<file path="src/rtl/div_pkg.sv">
// Shared definitions for the shift-and-subtract divider: FSM encoding and the
// default operand width shared with the companion multiplier.
package div_pkg;

  localparam int DIV_WIDTH = 4;

  typedef enum logic [1:0] {
    S_IDLE = 2'd0,
    S_RUN  = 2'd1,
    S_DONE = 2'd2
  } div_state_e;

endpackage : div_pkg

</file>
<file path="src/rtl/div_step.sv">
// One restoring-division step: shift the next dividend bit into the partial
// remainder, trial-subtract the divisor, and keep the difference if it is non-negative.
module div_step
  import div_pkg::*;
#(
  parameter int WIDTH = DIV_WIDTH
) (
  input  logic [WIDTH-1:0] rem_i,
  input  logic             bit_i,
  input  logic [WIDTH-1:0] divisor_i,
  output logic [WIDTH-1:0] rem_o,
  output logic             q_bit_o
);

  logic [WIDTH:0] shifted;
  logic [WIDTH:0] trial;

  assign shifted = {rem_i, bit_i};
  assign trial   = shifted - {1'b0, divisor_i};
  assign q_bit_o = ~trial[WIDTH];

  // The kept value is always below the divisor, so it fits in WIDTH bits.
  assign rem_o   = q_bit_o ? trial[WIDTH-1:0] : shifted[WIDTH-1:0];

endmodule : div_step

</file>
<file path="src/rtl/shift_subtract_divider.sv">
// Sequential unsigned restoring divider: one quotient bit per clock, with a
// start/busy/done handshake and a single-cycle divide-by-zero shortcut.
module shift_subtract_divider
  import div_pkg::*;
#(
  parameter int WIDTH = DIV_WIDTH
) (
  input  logic             clk,
  input  logic             rst_n,
  input  logic             start,
  input  logic [WIDTH-1:0] dividend,
  input  logic [WIDTH-1:0] divisor,
  output logic             busy,
  output logic             done,
  output logic [WIDTH-1:0] quotient,
  output logic [WIDTH-1:0] remainder,
  output logic             div_by_zero
);

  localparam int CNT_W = $clog2(WIDTH + 1);

  div_state_e       state_q;
  logic [CNT_W-1:0] cnt_q;
  logic [WIDTH-1:0] rem_q;
  logic [WIDTH-1:0] shq_q;
  logic [WIDTH-1:0] divisor_q;
  logic [WIDTH-1:0] quotient_q;
  logic [WIDTH-1:0] remainder_q;
  logic             dbz_q;
  logic             busy_q;
  logic             done_q;

  logic [WIDTH-1:0] rem_d;
  logic             q_bit_d;
  logic [WIDTH-1:0] shq_d;

  div_step #(.WIDTH(WIDTH)) u_step (
    .rem_i     (rem_q),
    .bit_i     (shq_q[WIDTH-1]),
    .divisor_i (divisor_q),
    .rem_o     (rem_d),
    .q_bit_o   (q_bit_d)
  );

  assign shq_d = {shq_q[WIDTH-2:0], q_bit_d};

  // NOTE: every register here updates with <= so all state moves together on the edge.
  always_ff @(posedge clk or negedge rst_n) begin
    if (!rst_n) begin
      state_q     <= S_IDLE;
      cnt_q       <= '0;
      rem_q       <= '0;
      shq_q       <= '0;
      divisor_q   <= '0;
      quotient_q  <= '0;
      remainder_q <= '0;
      dbz_q       <= 1'b0;
      busy_q      <= 1'b0;
      done_q      <= 1'b0;
    end else begin
      case (state_q)
        S_IDLE, S_DONE: begin
          done_q <= 1'b0;
          if (start) begin
            divisor_q <= divisor;
            shq_q     <= dividend;
            rem_q     <= '0;
            cnt_q     <= CNT_W'(WIDTH);
            dbz_q     <= 1'b0;
            busy_q    <= 1'b1;
            state_q   <= S_RUN;
          end else begin
            state_q   <= S_IDLE;
          end
        end

        S_RUN: begin
          if (divisor_q == '0) begin
            // Dividend still sits untouched in the shift register on the first RUN cycle.
            quotient_q  <= '1;
            remainder_q <= shq_q;
            dbz_q       <= 1'b1;
            cnt_q       <= '0;
            busy_q      <= 1'b0;
            done_q      <= 1'b1;
            state_q     <= S_DONE;
          end else begin
            rem_q <= rem_d;
            shq_q <= shq_d;
            cnt_q <= cnt_q - CNT_W'(1);
            if (cnt_q == CNT_W'(1)) begin
              quotient_q  <= shq_d;
              remainder_q <= rem_d;
              busy_q      <= 1'b0;
              done_q      <= 1'b1;
              state_q     <= S_DONE;
            end
          end
        end

        default: begin
          busy_q  <= 1'b0;
          done_q  <= 1'b0;
          state_q <= S_IDLE;
        end
      endcase
    end
  end

  assign busy        = busy_q;
  assign done        = done_q;
  assign quotient    = quotient_q;
  assign remainder   = remainder_q;
  assign div_by_zero = dbz_q;

endmodule : shift_subtract_divider

</file>
<file path="config.mk">
export PLATFORM = sky130hd
export DESIGN_NAME = shift_subtract_divider
export DESIGN_NICKNAME = d
export VERILOG_FILES = /design/src/rtl/div_pkg.sv /design/src/rtl/div_step.sv /design/src/rtl/shift_subtract_divider.sv
export SDC_FILE = /design/constraint.sdc
export NUM_CORES = 1
export LEC_CHECK = 0
export ABC_AREA = 1
export CAP_MARGIN = 20
export CORE_UTILIZATION = 55
export DETAILED_ROUTE_END_ITERATION = 6
export PLACE_DENSITY = 0.92
export SKIP_LAST_GASP = 1
export SLEW_MARGIN = 20
export SYNTH_ARGS = -nofsm -noshare
export SYNTH_HDL_FRONTEND = slang
export SYNTH_SLANG_ARGS = --single-unit
</file>
<file path="constraint.sdc">
create_clock -name clk -period 4.9 [get_ports clk]
set_input_delay 1.47 -clock clk [delete_from_list [all_inputs] [get_ports clk]]
set_output_delay 1.47 -clock clk [all_outputs]
set_load 0.01 [all_outputs]
</file>
Word-level counts from Yosys, hierarchy flattened
Index checks and enable logic that the tools add are counted.
- register bits after elaboration: 28
- output and inout bits: 11
- input bits: 11
- reductions and logical operators: 11
- mux-type cells: 28
- bitwise operators: 1
- add/subtract/negate cells: 2
- equality and inequality tests: 7
- operator list (cell ; count):
    4-bit two-way mux ; 9
    4-bit one-hot mux with 2 select lines ; 2
    1-bit two-way mux ; 9
    2-bit AND reduction ; 4
    3-bit two-way mux ; 2
    2-bit inequality test (second input constant) ; 3
    3-bit one-hot mux with 2 select lines ; 1
    3-bit AND reduction ; 2
    5-bit by 4-bit subtractor with 5-bit output ; 1
    4-bit logical NOT ; 1
    2-bit two-way mux ; 2
    1-bit one-hot mux with 2 select lines ; 2
    2-bit one-hot mux with 2 select lines ; 1
    2-bit nonzero test ; 2
    3-bit by 1-bit equality test with 1-bit output (second input constant) ; 1
    3-bit inequality test (second input constant) ; 1
    3-bit by 1-bit subtractor with 3-bit output (second input constant) ; 1
    2-bit by 1-bit equality test with 1-bit output (second input constant) ; 1
    2-bit equality test (second input constant) ; 1
    2-bit logical NOT ; 1
    2-bit OR reduction ; 1
    1-bit NOT ; 1

Longest topological paths before layout
- depth in word-level cells: 4
- depth in mapped cells: 12
- mapped depth without buffers: 12

By module
Synthesis repeated with hierarchy kept, for this count alone.
- cells, all modules: 210
- area total of the unflattened synthesis: 1594.0 um^2
- by module, submodules not included (module ; cells each ; instances ; area an instance (um^2) ; seq. area each (um^2)):
    shift_subtract_divider ; 161 ; 1 ; 1306.3 ; 675.6
    div_step ; 49 ; 1 ; 287.8 ; 0.0

Least setup slack after synthesis
No wires, ideal clock.
- path kind: input to register
- start point: input start
- end point: register shq_q[1]
- setup slack: 2.838 ns
- setup time: 0.126 ns
- data required time: 4.774 ns
- path buffers: 1
- data arrival time: 1.936 ns
- cell stages on the path: 5
- cell sequence: nand2_1 -> nand2_2 -> buf_6 -> nor2_1 -> a31oi_1
- longest elaborated chain between the ends: 2
- ends and longest elaborated chain (element ; RTL line ; RTL):
    start: declaration ; shift_subtract_divider.sv:10 ; input logic start,
    2-bit inequality test (no source line) ; n/a ;
    3-bit AND reduction (no source line) ; n/a ;
    end signal: assignment ; shift_subtract_divider.sv:66 ; shq_q <= dividend;
    end signal: assignment ; shift_subtract_divider.sv:89 ; shq_q <= shq_d;
    end: declaration ; shift_subtract_divider.sv:25 ; logic [WIDTH-1:0] shq_q;
No other way between the ends.
A chain may end at the register's enable or synchronous reset.

==> impl_metrics.tcl <==
set metrics [dict create \
    outcome "finished, final reports clean" \
    n_antenna_cell 0 \
    cp-end-kind "output port" \
    io_buffer_count 21 \
    finalPower_mw 1.26 \
    fin_skew_ns 0.00220 \
    grt_start_max_net_pins 28 \
    async_flop_share 1.00 \
    root_buffer "clkbuf_4" \
    final_nets 219 \
    synth_area_um2 1460 \
    cts.sinks 27 \
    syn_nets 194 \
    hold_class "register to register" \
    grtUsageMet2 0.427 \
    max_cap_viol_count 0 \
    fillers 203 \
    hold_ws_ns 0.507 \
    multi_input_area_um2 686 \
    yosys_register_bits 27 \
    cts_buffers 3 \
    synth_top_cell_by_area "dfrtp_1" \
    syn_to_final_growth_pct 17.7 \
    crit_chain "clkdlybuf4s50_1" \
    power.density_nw_per_um2 733 \
    synth_top_area_share 0.464 \
    yosysUniqueCellTypes 26 \
    critPathLaunchType "register" \
    hpwl_mm 2.32 \
    rows 18 \
    gr-usage-met3 0.0201 \
    insertion_delay_ns 0.32 \
    grt_pass1_wl_mm 5.18 \
    hold_violations 0 \
    antenna_found_initial 0 \
    finish.utilization 0.686 \
    place_congestion 0.812 \
    htree_levels 1 \
    regArea_um2 676 \
    cp.arrival_ns 1.36 \
    tns_ns 0 \
    clockBufferDepth 2 \
    cp.required_ns 3.43 \
    die-area_um2 2860 \
    crit_fanout 2 \
    finalCritPeriodShare 0.578 \
    final_cells 230 \
    cp_top_family "buffers and inverters" \
    critPathKind "register to output port" \
    yosysWarnings 0 \
    leakagePower_nw 0.893 \
    firstDrtPassIters 4 \
    met1_usage 0.340 \
    grt_usage 0.253 \
    cts_tree "done" \
    yosysMostFrequentCell "nand2_1" \
    setup_viol 0 \
    clk_pin_slew_ns 0.14 \
    min_period_ns 2.83 \
    start_util 0.583 \
    synthTopCellsByCount "nand2_1, dfrtp_1, inv_1, nand3_1, nor2_1" \
    die_x_um 53.5 \
    max_stage_delay_ns 0.57 \
    wl_per_cell_um 13.1 \
    grt_pass1_vias 1231 \
    ant_nets 0 \
    synthTopCellsByArea "dfrtp_1, nand2_1, ha_1, inv_1, nand3_1" \
    coreArea_um2 2500 \
    ctsResizeCount 0 \
    busiest_layer "met2" \
    worst_ir_drop_vdd_mv 0.493 \
    syn_avg_cell_area_um2 8.28 \
    path_buf_inv 1 \
    synth_edf_count 0 \
    die_h_um 53.5 \
    synthCells 176 \
    viasPerCell 5.43 \
    critical_path.slowest_cell "clkdlybuf4s50_1" \
    drive_gt1_frac 0.0750 \
    drc_errors 0 \
    hold_buffers 0 \
    post_cts_buffers 0 \
    rsz0062_at_grt "no" \
    finalMaxSlewViolations 0 \
    grt_overflow 0 \
    tightestPinTransition_ns 0.608 \
    slew_headroom 0.594 \
    vias 1249 \
    synth_top_flop_cell "dfrtp_1" \
    ios 22 \
    dp.cells 226 \
    wl_mm 3.00 \
    synth_seq_area_share 0.464 \
    fmaxAchievable_ghz 0.353 \
    drt-initial-drc-count 67 \
]
## metal layers
metal	wire (µm)	share of wire
met5	0	0
met4	42	0.014
met1	1310	0.44
met3	169	0.056
met2	1480	0.49
## flip-flops by register name (all words and copies together), names as in the netlist, 2 cells and up
name / count
remainder: 4
divisor_q: 4
rem_q: 4
shq_q: 4
cnt_q: 3
quotient: 4
state_q: 2
## metrics by stage
stage | worst slack (ns) | instance area (µm²)
after global routing | 2.01 | 1720
after detailed placement | 2.23 | 1690
final | 2.07 | 1720
after global placement | 2.07 | 1690
after floorplan | 2.84 | 1460
after CTS | 2.05 | 1720
## logic make-up after synthesis
| group | count (synthesis) | share of synthesized area |
|---|---|---|
| compound gates | 22 | 0.0901 |
| flops | 27 | 0.464 |
| fa+ha+maj | 7 | 0.0652 |
| simple gates | 96 | 0.309 |
| buf+inv | 23 | 0.0661 |
| xor+xnor | 1 | 0.00601 |
## cells in the final DEF, fill, tap and decap left out, drive strengths merged
cell	synthesis	layout
fa	1	1
dfrtp	27	27
o21ai	11	11
inv	22	22
o22ai	1	1
nand3	15	15
clkdlybuf4s50	0	20
xnor2	1	1
o211ai	4	4
nand4	1	1
buf	1	1
a21oi	3	3
a31oi	3	3
nor2	14	14
or2	1	1
ha	6	6
nand2	65	65
clkbuf	0	4
## layout make-up
class                           count  area share
Timing Repair Buffer               21       0.120
Clock buffer                        4      0.0153
Tap cell                           30      0.0219
Inverter                           22      0.0496
Sequential cell                    27       0.394
Multi-Input combinational cell    126       0.400
## path summary, 6_finish.rpt
path,start,end,slack (ns),cells past startpoint
worst min-delay path,remainder[2],remainder[2],0.51,2
worst max register to register,shq_q[3],remainder[1],2.87,11
min in group asynchronous,rst_n,state_q[0],1.13,1
worst min register to register,remainder[2],remainder[2],0.51,2
max in group asynchronous,rst_n,remainder[2],3.38,1
worst max-delay path,state_q[1],done,2.07,1
## where the power goes
group,internal [mW],leakage (nW),switching [mW]
combinational,0.298,0.548,0.468
clock,0.0319,0.0150,0.0665
sequential,0.325,0.329,0.0685
total,0.654,0.893,0.603
## worst register-to-register path: cells and delay by family (launching register included)
family        cells  cell delay (ns)
simple gates      7             0.73
fa+ha+maj         2             0.63
flops             1             0.40
buf+inv           2             0.18
Note: power is estimated with default switching activity, not from simulation.
